<file path="src/rtl/ipsxe_floating_point_sqrt_arb_v1_0_pkg.sv">
// Shared helpers for the sqrt arbiter: ceiling log2 and the default tag width.
package ipsxe_floating_point_sqrt_arb_v1_0_pkg;

  // Ceiling log2, never below 1, so a 2-entry index still gets a bit.
  function automatic int unsigned clog2(input int unsigned value);
    int unsigned r;
    r = 0;
    while ((64'(1) << r) < 64'(value)) r++;
    return (r == 0) ? 1 : r;
  endfunction

  localparam int unsigned DEF_NUM_REQ = 4;
  localparam int unsigned DEF_TAG_W   = clog2(DEF_NUM_REQ);

endpackage

</file>
<file path="src/rtl/ipsxe_floating_point_sqrt_arb_v1_0_rr.sv">
// Round-robin picker: first requester above last_grant, wrapping, one-hot out.
module ipsxe_floating_point_rr_arb_v1_0
  import ipsxe_floating_point_sqrt_arb_v1_0_pkg::*;
#(
  parameter int unsigned NUM_REQ = DEF_NUM_REQ
) (
  input  logic [NUM_REQ-1:0]        req,
  input  logic [clog2(NUM_REQ)-1:0] last_grant,
  input  logic                      en,
  output logic [NUM_REQ-1:0]        grant_c
);

  localparam int unsigned TAG_W = clog2(NUM_REQ);

  always_comb begin
    int unsigned idx;
    logic        found;
    grant_c = '0;
    found   = 1'b0;
    idx     = 0;
    for (int unsigned i = 1; i <= NUM_REQ; i++) begin
      idx = (32'(last_grant) + i) % NUM_REQ;
      if (en && !found && req[idx[TAG_W-1:0]]) begin
        grant_c[idx[TAG_W-1:0]] = 1'b1;
        found                   = 1'b1;
      end
    end
  end

endmodule

</file>
<file path="src/rtl/ipsxe_floating_point_sqrt_arb_v1_0.sv">
// Shares one pipelined sqrt mantissa core among NUM_REQ requesters; results
// return in issue order through a credit-protected show-ahead FIFO.
module ipsxe_floating_point_sqrt_arb_v1_0
  import ipsxe_floating_point_sqrt_arb_v1_0_pkg::*;
#(
  parameter int unsigned NUM_REQ       = DEF_NUM_REQ,
  parameter int unsigned BINARY_SIZE   = 48,
  parameter int unsigned MANTISSA_SIZE = 23,
  parameter int unsigned CORE_LATENCY  = 3,
  parameter int unsigned RSP_DEPTH     = 5
) (
  input  logic                             i_clk,
  input  logic                             i_rst,
  input  logic                             i_aclken,
  input  logic [NUM_REQ-1:0]               i_req_valid,
  input  logic [NUM_REQ*BINARY_SIZE-1:0]   i_req_man,
  output logic [NUM_REQ-1:0]               o_req_ready,
  output logic [BINARY_SIZE-1:0]           o_core_man,
  input  logic [MANTISSA_SIZE-1:0]         i_core_sqrt_man,
  output logic                             o_rsp_valid,
  input  logic                             i_rsp_ready,
  output logic [clog2(NUM_REQ)-1:0]        o_rsp_tag,
  output logic [MANTISSA_SIZE-1:0]         o_rsp_man,
  output logic                             o_busy
);

  localparam int unsigned TAG_W = clog2(NUM_REQ);
  localparam int unsigned PTR_W = clog2(RSP_DEPTH);
  localparam int unsigned CNT_W = clog2(RSP_DEPTH + 1);

  generate
    if (RSP_DEPTH < CORE_LATENCY + 2) begin : g_depth_chk
      $error("RSP_DEPTH must be at least CORE_LATENCY+2");
    end
  endgenerate

  logic [CNT_W-1:0]         credit;
  logic [TAG_W-1:0]         last_grant;
  logic [TAG_W-1:0]         gnt_tag;
  logic [NUM_REQ-1:0]       grant_c;
  logic                     issue_ok;
  logic                     issue;
  logic                     pop;
  logic                     push;
  logic                     op_vld_q;
  logic [TAG_W-1:0]         op_tag_q;
  logic [CORE_LATENCY-1:0]  sr_vld;
  logic [TAG_W-1:0]         sr_tag [CORE_LATENCY];
  logic [TAG_W-1:0]         fifo_tag [RSP_DEPTH];
  logic [MANTISSA_SIZE-1:0] fifo_man [RSP_DEPTH];
  logic [PTR_W-1:0]         wr_ptr;
  logic [PTR_W-1:0]         rd_ptr;
  logic [CNT_W-1:0]         fifo_cnt;

  function automatic logic [PTR_W-1:0] next_ptr(input logic [PTR_W-1:0] p);
    return (p == PTR_W'(RSP_DEPTH - 1)) ? '0 : p + PTR_W'(1);
  endfunction

  // A slot freed by this cycle's pop may be reused by this cycle's issue.
  assign pop      = o_rsp_valid & i_rsp_ready & i_aclken;
  assign issue_ok = (credit - CNT_W'(pop)) < CNT_W'(RSP_DEPTH);

  ipsxe_floating_point_rr_arb_v1_0 #(
    .NUM_REQ (NUM_REQ)
  ) u_rr (
    .req        (i_req_valid),
    .last_grant (last_grant),
    .en         (issue_ok & i_aclken & ~i_rst),
    .grant_c    (grant_c)
  );

  assign o_req_ready = grant_c;
  assign issue       = |(grant_c & i_req_valid);

  always_comb begin
    gnt_tag = '0;
    for (int unsigned k = 0; k < NUM_REQ; k++) begin
      if (grant_c[k]) gnt_tag = TAG_W'(k);
    end
  end

  assign push        = i_aclken & sr_vld[CORE_LATENCY-1];
  assign o_rsp_valid = (fifo_cnt != '0);
  assign o_rsp_tag   = o_rsp_valid ? fifo_tag[rd_ptr] : '0;
  assign o_rsp_man   = o_rsp_valid ? fifo_man[rd_ptr] : '0;
  assign o_busy      = (credit != '0);

  // Issue register plus tag/valid tracker aligned with the core's result.
  always_ff @(posedge i_clk) begin
    if (i_rst) begin
      o_core_man <= '0;
      last_grant <= TAG_W'(NUM_REQ - 1);
      op_vld_q   <= 1'b0;
      op_tag_q   <= '0;
      sr_vld     <= '0;
      for (int unsigned k = 0; k < CORE_LATENCY; k++) sr_tag[k] <= '0;
    end else if (i_aclken) begin
      op_vld_q <= issue;
      if (issue) begin
        o_core_man <= i_req_man[int'(gnt_tag)*BINARY_SIZE +: BINARY_SIZE];
        op_tag_q   <= gnt_tag;
        last_grant <= gnt_tag;
      end
      sr_vld[0] <= op_vld_q;
      sr_tag[0] <= op_tag_q;
      for (int unsigned k = 1; k < CORE_LATENCY; k++) begin
        sr_vld[k] <= sr_vld[k-1];
        sr_tag[k] <= sr_tag[k-1];
      end
    end
  end

  // Credit and FIFO bookkeeping.
  always_ff @(posedge i_clk) begin
    if (i_rst) begin
      credit   <= '0;
      fifo_cnt <= '0;
      wr_ptr   <= '0;
      rd_ptr   <= '0;
    end else if (i_aclken) begin
      case ({issue, pop})
        2'b10:   credit <= credit + CNT_W'(1);
        2'b01:   credit <= credit - CNT_W'(1);
        default: credit <= credit;
      endcase
      case ({push, pop})
        2'b10:   fifo_cnt <= fifo_cnt + CNT_W'(1);
        2'b01:   fifo_cnt <= fifo_cnt - CNT_W'(1);
        default: fifo_cnt <= fifo_cnt;
      endcase
      if (push) wr_ptr <= next_ptr(wr_ptr);
      if (pop)  rd_ptr <= next_ptr(rd_ptr);
    end
  end

  always_ff @(posedge i_clk) begin
    if (push) begin
      fifo_tag[wr_ptr] <= sr_tag[CORE_LATENCY-1];
      fifo_man[wr_ptr] <= i_core_sqrt_man;
    end
  end

endmodule

</file>
<file path="config.mk">
export PLATFORM = sky130hd
export DESIGN_NAME = ipsxe_floating_point_sqrt_arb_v1_0
export DESIGN_NICKNAME = d
export VERILOG_FILES = /design/src/rtl/ipsxe_floating_point_sqrt_arb_v1_0_pkg.sv /design/src/rtl/ipsxe_floating_point_sqrt_arb_v1_0_rr.sv /design/src/rtl/ipsxe_floating_point_sqrt_arb_v1_0.sv
export SDC_FILE = /design/constraint.sdc
export NUM_CORES = 1
export LEC_CHECK = 0
export BUFFER_PORTS_ARGS = -buffer_cell sky130_fd_sc_hd__buf_4
export CAP_MARGIN = 20
export CORE_MARGIN = 3
export CORE_UTILIZATION = 53
export CTS_CLUSTER_DIAMETER = 100
export DETAILED_ROUTE_END_ITERATION = 16
export PLACE_DENSITY = 0.85
export SETUP_SLACK_MARGIN = 0.5
export SLEW_MARGIN = 20
export SYNTH_ARGS = -nofsm -noshare
export SYNTH_HDL_FRONTEND = slang
export SYNTH_SLANG_ARGS = --single-unit
</file>
<file path="constraint.sdc">
create_clock -name i_clk -period 6.1 [get_ports i_clk]
set_input_delay 0.61 -clock i_clk [delete_from_list [all_inputs] [get_ports i_clk]]
set_output_delay 0.61 -clock i_clk [all_outputs]
set_load 0.02 [all_outputs]
</file>
==> results.toml <==
[setup_path]
cpPeakStageDelay_ns = 0.51
path_max_fanout = 52
reg2reg_slack_ns = 0.97
r2r-end = "credit[2]$_SDFFE_PP0P_"
cp_cell_sequence = "nor3_2 -> buf_4 -> inv_1 -> nand3_1 -> inv_1 -> ha_1 -> ha_1 -> and2_0 -> o21ai_1 -> a31oi_1 -> a21oi_4 -> buf_4 -> inv_2 -> buf_4"
crit_end = "o_req_ready[3]"
cp_common_cell = "buf_4"
worst-setup-path-type = "reg2out"
crit_family = "buffers and inverters"
start_kind = "register"
critPathLaunch = "fifo_cnt[0]$_SDFFE_PP0P_"
rr_worst_depth = 20
endpoint_kind = "output port"
crit_slowest_cell = "o21ai_1"
required_ns = 5.49
cp_data_arrival_time_ns = 4.58
worstPathBufferInverterCount = 6
reg2reg_from = "fifo_cnt[0]$_SDFFE_PP0P_"
cp.depth = 14

[flow_run]
cap_violations = 0

[grt]
grt_use_total = 0.261
grt_max_degree = 98
grt_remaining_overflow = 0
grt_pass1_wl_mm = 44.7
antenna_found_initial = 5
first_global_vias = 8381

[synthesis]
syn-num-nets = 1098
synth_top_area_frac = 0.377
async_flop_share = 0
synthTopCellsByCount = "edfxtp_1, dfxtp_1, clkbuf_1"
synth.distinct_cells = 59
ys_top_cells_by_area = "edfxtp_1, dfxtp_1, a311oi_2"
syn_area_um2 = 10400
synth.most_common_cell = "edfxtp_1"
seq_area_frac_synth = 0.513
synth-edff-count = 131
synth_seq_cells = 202
synthCells = 857
ys_warn_count = 0
synth_ff_type = "edfxtp_1"
synth_top_cell_by_area = "edfxtp_1"
syn_area_per_cell_um2 = 12.2

[power]
swShare = 0.304
p_clk_frac = 0.311
p_leak_nw = 5.22
powerDensity_nw_per_um2 = 322
p_sw_mw = 1.34
p_comb_frac = 0.306
ir_drop_mv = 0.164
internal_power_mw = 3.06
seqPwrFrac = 0.384

[min_path]
hold_depth = 1
hold_class = "in2reg"

[sta]
final_max_slew_viol_count = 0
fin_crit_ns = 5.19
setup_viol = 0
timing.fmax_ghz = 0.193
setup_tns_ns = 0
worst_pin_slew_ns = 1.07
worst_slack_ns = 0.909
rsz0062_at_grt = "false"
finClkSkew_ns = 0.0122
finalCritPeriodShare = 0.851
finalHoldViolCount = 0
slew-limit-headroom = 0.289

[routing]
first_pass_iters = 5
viasPerCell = 5.95
vias = 8270
remaining_drc_errors = 0
antenna_left = 0
drt_iter0_drc = 455
wl_mm = 29.1
routedWlPerCell_um = 20.9

[placed_design]
dp_hpwl_mm = 19.8
port_buffers = 301
dpl_worst_slack_ns = 0.969
gp_congestion = 0.896
post-place-cells = 1345
place_area_um2 = 12900

[layout]
drive_gt1_frac = 0.402
finalNonFillerCells = 1389
finalNetCount = 1350
area_growth_syn_to_layout_pct = 30.6
final_cell_area_um2 = 13600

[floorplan]
die_w_um = 146
num_rows = 50
fp.dieH_um = 146
ios = 302
die_area_um2 = 21400
initial_core_util = 0.549
core_um2 = 19000

[clocking]
cts-root-buf = "clkbuf_16"
postCtsHoldBufs = 0
cts.sinks = 202
cts_tree = "done"
numCtsBuffers = 21
ctsResizeCount = 0
clock_path_buffers = 3
post_cts_buffers = 0
clk_pin_slew_ns = 0.06
insertion_delay_ns = 0.49
htreeDepth = 1

[outcome]
outcome = "finished clean"
-- layout by cell type, fill, tap and decap left out, types with 4 or more instances in the layout --
| master | count |
|---|---|
| nand2_1 | 10 |
| nor3_1 | 50 |
| a21oi_1 | 7 |
| a21boi_0 | 48 |
| buf_12 | 4 |
| a311oi_2 | 48 |
| edfxtp_1 | 131 |
| and2_1 | 6 |
| o211ai_1 | 48 |
| bufinv_16 | 5 |
| dfxtp_1 | 70 |
| a2bb2oi_1 | 48 |
| mux2i_1 | 29 |
| xnor2_1 | 5 |
| clkinv_1 | 4 |
| ha_1 | 16 |
| nand3b_1 | 4 |
| a211oi_1 | 4 |
| mux4_2 | 29 |
| diode_2 | 5 |
| clkbuf_16 | 21 |
| and3_1 | 48 |
| buf_4 | 316 |
| nand3_1 | 52 |
| inv_1 | 19 |
| nor2_1 | 40 |
-- through the flow --
stage	power (mW)	utilization	hold WS, ns
final	4.39	0.717	0.331
after detailed placement	3.05	0.676	0.470
after global placement	3.03	0.676	0.466
after global routing	4.57	0.717	0.315
after floorplan	2.57	-	0.450
after CTS	4.41	0.715	0.311
-- power groups by stage --
stage / sequential (mW) / clock, mW / combinational [mW]
floorplan: 1.84 / 0 / 0.728
detailed placement: 1.71 / 0 / 1.34
global route: 1.70 / 1.44 / 1.43
global placement: 1.71 / 0 / 1.32
CTS: 1.69 / 1.38 / 1.34
finish: 1.69 / 1.37 / 1.34
-- worst min-delay path by stage --
stage                                 to                   from
2_1_floorplan      op_vld_q$_SDFFE_PP0P_  op_vld_q$_SDFFE_PP0P_
3_3_place_gp       op_vld_q$_SDFFE_PP0P_  op_vld_q$_SDFFE_PP0P_
3_5_place_dp       op_vld_q$_SDFFE_PP0P_  op_vld_q$_SDFFE_PP0P_
4_1_cts        fifo_man[1][18]$_DFFE_PP_    i_core_sqrt_man[18]
5_1_grt        fifo_man[4][18]$_DFFE_PP_    i_core_sqrt_man[18]
6_report        fifo_man[2][3]$_DFFE_PP_     i_core_sqrt_man[3]
-- area by class of cell --
type,count,area (um^2)
clock inverter,15,213
timing repair buffer,320,2450
clock buffer,23,533
antenna,5,12.5
sequential,202,5360
fill,1364,5380
tap,260,325
multi-input combinational,543,4660
inverter,21,78.8
-- sequential cells by signal, indices dropped and copies added (netlist names), 3 cells and up, named ones only --
| signal | count |
|---|---|
| fifo_man | 115 |
| o_core_man | 48 |
| fifo_tag | 10 |
| sr_tag | 6 |
| credit | 3 |
| fifo_cnt | 3 |
| rd_ptr | 3 |
| sr_vld | 3 |
| wr_ptr | 3 |
-- per-layer routing --
layer	wire, um	vias up	GRT usage
met2	14900	355	0.455
met4	1390	0	0.133
li1	-	3878	-
met1	10600	3959	0.307
met3	2130	78	0.0531
met5	0	-	0
-- kinds of logic after synthesis --
family          synth area share
mux                       0.0904
xor+xnor                 0.00587
flops                      0.513
buf+inv                   0.0464
fa+ha+maj                 0.0230
compound gates             0.199
simple gates               0.122
Note: power is estimated with default switching activity, not from simulation.
